<file path="config.mk">
export PLATFORM = sky130hd
export DESIGN_NAME = shift_rows_pipe
export DESIGN_NICKNAME = d
export VERILOG_FILES = /design/src/rtl/shift_rows_pipe.sv
export SDC_FILE = /design/constraint.sdc
export NUM_CORES = 1
export LEC_CHECK = 0
export ABC_CLOCK_PERIOD_IN_PS = 1810
export CAP_MARGIN = 20
export CORE_MARGIN = 3
export CORE_UTILIZATION = 50
export CTS_CLUSTER_SIZE = 16
export DETAILED_ROUTE_END_ITERATION = 8
export GPL_TIMING_DRIVEN = 0
export HOLD_SLACK_MARGIN = 0.08
export PLACE_DENSITY = 0.85
export SYNTH_ARGS = -nofsm -noshare
export SYNTH_HDL_FRONTEND = slang
export SYNTH_SLANG_ARGS = --single-unit
</file>
<file path="constraint.sdc">
create_clock -name clk -period 1.81 [get_ports clk]
set_input_delay 0.2715 -clock clk [delete_from_list [all_inputs] [get_ports clk]]
set_output_delay 0.2715 -clock clk [all_outputs]
set_load 0.05 [all_outputs]
</file>
<file path="src/rtl/shift_rows_pipe.sv">
`default_nettype none
// ---------------------------------------------------------------------------
// shift_rows_pipe: registered ShiftRows/InvShiftRows stage, NB=4..8, 2-entry skid
// Optional SHIFT_ROWS_BYPASS_EN adds in_byp (block passes unpermuted). Rev 1.0
// ---------------------------------------------------------------------------
module shift_rows_pipe #(
    parameter int NB = 4
) (
    input  logic                clk,
    input  logic                rst_n,
    input  logic                clr,
    input  logic                in_valid,
    output logic                in_ready,
    input  logic                in_inv,
`ifdef SHIFT_ROWS_BYPASS_EN
    input  logic                in_byp,
`endif
    input  logic [32*NB-1:0]    in_data,
    output logic                out_valid,
    input  logic                out_ready,
    output logic [32*NB-1:0]    out_data
);

    localparam int W = 32 * NB;

    // Rijndael row offsets; wider blocks spread rows 2/3 further apart.
    function automatic int row_offset(input int r);
        if (r == 0) return 0;
        if (r == 1) return 1;
        if (r == 2) return (NB == 8) ? 3 : 2;
        return (NB >= 7) ? 4 : 3;
    endfunction

    generate
        if (NB < 4 || NB > 8) begin : g_nb_check
            $error("shift_rows_pipe: NB must be in 4..8");
        end
    endgenerate

    logic [W-1:0] w_fwd;
    logic [W-1:0] w_inv;
    logic [W-1:0] w_shifted;
    logic         w_push;
    logic         w_pop;

    generate
        for (genvar r = 0; r < 4; r++) begin : g_row
            for (genvar c = 0; c < NB; c++) begin : g_col
                localparam int SRC_F = (c + row_offset(r)) % NB;
                localparam int SRC_I = (c + NB - row_offset(r)) % NB;
                assign w_fwd[W-1-8*(4*c+r) -: 8] = in_data[W-1-8*(4*SRC_F+r) -: 8];
                assign w_inv[W-1-8*(4*c+r) -: 8] = in_data[W-1-8*(4*SRC_I+r) -: 8];
            end
        end
    endgenerate

`ifdef SHIFT_ROWS_BYPASS_EN
    assign w_shifted = in_byp ? in_data : (in_inv ? w_inv : w_fwd);
`else
    assign w_shifted = in_inv ? w_inv : w_fwd;
`endif

    logic         r_main_valid;
    logic [W-1:0] r_main_data;
    logic         r_skid_valid;
    logic [W-1:0] r_skid_data;

    assign in_ready  = !r_skid_valid;
    assign out_valid = r_main_valid;
    assign out_data  = r_main_data;
    assign w_push    = in_valid && in_ready;
    assign w_pop     = r_main_valid && out_ready;

    // The skid can only fill while main is full, so an empty main implies an empty skid.
    always_ff @(posedge clk or negedge rst_n) begin
        if (!rst_n) begin
            r_main_valid <= 1'b0;
            r_main_data  <= '0;
            r_skid_valid <= 1'b0;
            r_skid_data  <= '0;
        end else if (clr) begin
            r_main_valid <= 1'b0;
            r_skid_valid <= 1'b0;
        end else if (!r_main_valid) begin
            if (w_push) begin
                r_main_data  <= w_shifted;
                r_main_valid <= 1'b1;
            end
        end else if (w_pop) begin
            if (r_skid_valid) begin
                r_main_data  <= r_skid_data;
                r_skid_valid <= 1'b0;
            end else if (w_push) begin
                r_main_data  <= w_shifted;
            end else begin
                r_main_valid <= 1'b0;
            end
        end else if (w_push) begin
            r_skid_data  <= w_shifted;
            r_skid_valid <= 1'b1;
        end
    end

endmodule
`default_nettype wire

</file>
==> results.md, run 1 <==
* Synth Net Count at 929
* Ys Warns at 0
* Initial DRT Pass Iterations at 4
* Root buffer cell: clkbuf_16
* Worst Reg2Reg Path Length in Cells at 5
* Core ar. at 21,300 µm²
* CP Max Fanout at 2
* Clock Path Buffers at 3
* RD Place Congestion at 0.851
* Final setup viols at 0
* Register bit total from synthesis at 258
* Highest clock rate at 567 MHz
* Die area at 23,800 µm²
* RR Startpoint: r_skid_valid$_DFFE_PN0P_
* Post-route design area at 14,700 µm²
* Status: complete, no violations
* Reg-to-Reg End: r_skid_data[123]$_DFFE_PN0P_
* Routed len/inst at 22.8 µm
* Period Utilization, post-route at 0.974
* Worst path required time at 1.54 ns
* Cell Chain, Critical Path: dlygate4sd2_1
* Vias in the first global route at 8,718
* Slew @ Worst Pin at 0.611 ns
* Via count at 8,204
* Worst slew margin relative to its limit at 0.593
* Placed Cells at 1,334
* CP max stage delay at 0.59 ns
* Inserted Clock Buffers at 27
* Die width at 154 µm
* Critical path startpoint category: register
* Pleak at 6.34 nW
* Crit path buffers/inverters at 1
* Fin cells at 1,378
* P&R area growth vs syn at 34.4%
* Crit path DAT at 1.49 ns
* Design Power at 18.8 mW
* Antenna viol nets, final at 0
* Hpwl dp at 22.3 mm
* Antenna violations before repair at 0
* WS Path Type: register to output port
* Port buffer count at 262
* Final nets at 1,223
* Starting DRC count in detailed routing at 431
* Internal reg-to-reg setup slack at 0.09 ns
* Drc violations at 0
* Delay-heaviest family, CP: buffers and inverters
* Fillers at 1,548
* Power per cell area at 1270 nW/µm²
* Worst vdd ir at 0.000928 V
* Largest net degree at the start of global routing at 123
* Share of post-route cells with drive strength above 1 at 0.281
* Register area share after synthesis at 0.589
* Hold Path Class: primary input to asynchronous set/reset pin
* Max-slew violations at 0
* CTS Sinks at 258
* I/O pin count at 264
* Clock transition at path regs at 0.06 ns
* Die Y-Extent at 154 µm
* Vias/cell at 5.95
* CTS H-tree depth at 1
* GRT Total Usage at 0.258
* First-pass GRT wire length at 49.1 mm
* Total congestion overflow at 0
* Hold Vio Cnt, Final at 0
* DP Area at 14,000 µm²
* MaxCap Viol Count at 0
* CP endpoint kind: output port
* Final min period at 1.76 ns
* FP Rows at 53
* Mapped Cells at 795
* Mapped cell area at 11,000 µm²
* CTS tree: built
* Synth unique cells at 17
* Slowest-stage cell, CP: dlygate4sd2_1
* Later-pin clock latency in the skew report at 0.53 ns
* Worst hold slack at 0.168 ns
* Crit. Startpoint: out_data[17]$_DFFE_PN0P_
* Worst Clk Skew at 0.0110 ns
* Synthesized area per cell at 13.8 µm²
* Initial Util at 0.515
* WL final at 31.4 mm
-- where the power goes --
part           leakage, nW  switching (mW)  internal, mW
registers             3.01           0.780          7.18
clock network        0.405            2.18          3.05
logic                 2.92            3.42          2.19
-- kinds of logic (layout without fill, tap and decap cells) --
logic type,Yosys count,in the layout,synth area share
AO/OA/AOI/OAI,262,262,0.178
buffers and inverters,79,386,0.0341
flip-flops,258,258,0.589
AND/OR/NAND/NOR,4,4,0.00182
other,0,1,0
multiplexers,192,192,0.197
-- through the flow --
stage          utilization  setup TNS, ns  setup slack [ns]
2_1_floorplan            -              0            0.0535
5_1_grt              0.693         -0.230           -0.0345
3_3_place_gp         0.655       -2767.84            -10.33
4_1_cts              0.690              0           0.00111
6_report             0.693              0            0.0469
3_5_place_dp         0.658        -123.14            -0.628
-- registers in the layout, indices dropped and copies added (netlist names) --
signal and flops:
r_skid_valid 1, out_valid 1, out_data 128, r_skid_data 128
-- per-layer routing --
layer,wire [µm],vias up,GRT usage
li1,-,3686,-
met2,14800,289,0.413
met3,1900,52,0.0470
met5,0,-,0
met1,13800,4177,0.363
met4,883,0,0.0807
-- placed cells by master, fill, tap and decap left out --
cell	n
clkbuf_4	8
a211oi_1	1
nand2b_1	1
clkbuf_16	27
clkdlybuf4s15_2	2
buf_6	1
inv_1	2
clkinv_2	3
a21oi_1	3
o21ai_0	1
bufinv_16	1
clkbuf_1	7
buf_4	12
diode_2	1
a221oi_2	1
nand2_1	1
nor3_1	1
dlygate4sd3_1	1
clkbuf_2	29
mux2_2	192
nand3_1	1
dfrtp_1	258
inv_6	1
a2bb2oi_1	128
clkdlybuf4s50_1	131
buf_2	25
buf_16	2
buf_8	1
clkbuf_8	5
o22ai_1	128
dlygate4sd2_1	128
-- timing repair --
action / 4_1_cts / 5_1_grt
gates resized for setup: 147 / 53
hold buffers: 1 / 0
setup buffers: 0 / 0
endpoints found under the setup margin: 331 / 184
hold endpoints to repair: 258 / 0
-- cells in the mapped netlist --
master,n,area [µm²]
a211oi_1,1,7.51
a21oi_1,3,15.0
a221oi_1,1,8.76
a2bb2oi_1,128,1120
buf_1,15,56.3
buf_2,26,130
buf_4,12,90.1
clkbuf_1,24,90.1
dfrtp_1,258,6460
inv_1,2,7.51
mux2_2,192,2160
nand2_1,1,3.75
nand2b_1,1,6.26
nand3_1,1,5.00
nor3_1,1,5.00
o21ai_0,1,5.00
o22ai_1,128,801
-- worst max path at each step --
stage	end	slack (ns)	cells past startpoint
6_report	out_data[17]	0.05	1
3_5_place_dp	r_skid_data[11]$_DFFE_PN0P_	-0.63	6
4_1_cts	out_data[106]$_DFFE_PN0P_	0.001	5
3_3_place_gp	out_data[40]$_DFFE_PN0P_	-10.33	1
2_1_floorplan	out_data[100]$_DFFE_PN0P_	0.05	5
5_1_grt	out_data[94]$_DFFE_PN0P_	-0.03	5
-- worst register-to-register path: cells and delay by family, from the launching register on --
| family | cells | cell delay (ns) |
|---|---|---|
| simple gates | 2 | 0.18 |
| mux | 1 | 0.37 |
| flops | 1 | 0.44 |
| buf+inv | 2 | 0.63 |
-- final cells by class --
class,count,area (µm²),area share
antenna,1,2.50,0.000170
tap,275,344,0.0233
sequential,258,6460,0.438
clock inverter,5,53.8,0.00365
inverter,2,7.51,0.000509
buffer,77,439,0.0298
multi-input combinational,458,4150,0.281
clock buffer,37,763,0.0518
timing repair buffer,265,2530,0.172
No activity file was read; power rests on OpenSTA's default activity.
==> run 2: changes to the inputs <==
SLEW_MARGIN = 0   (was default)
==> results of run 2 <==
Same layout as run 1: the final DEF is identical, and so are final timing and power.
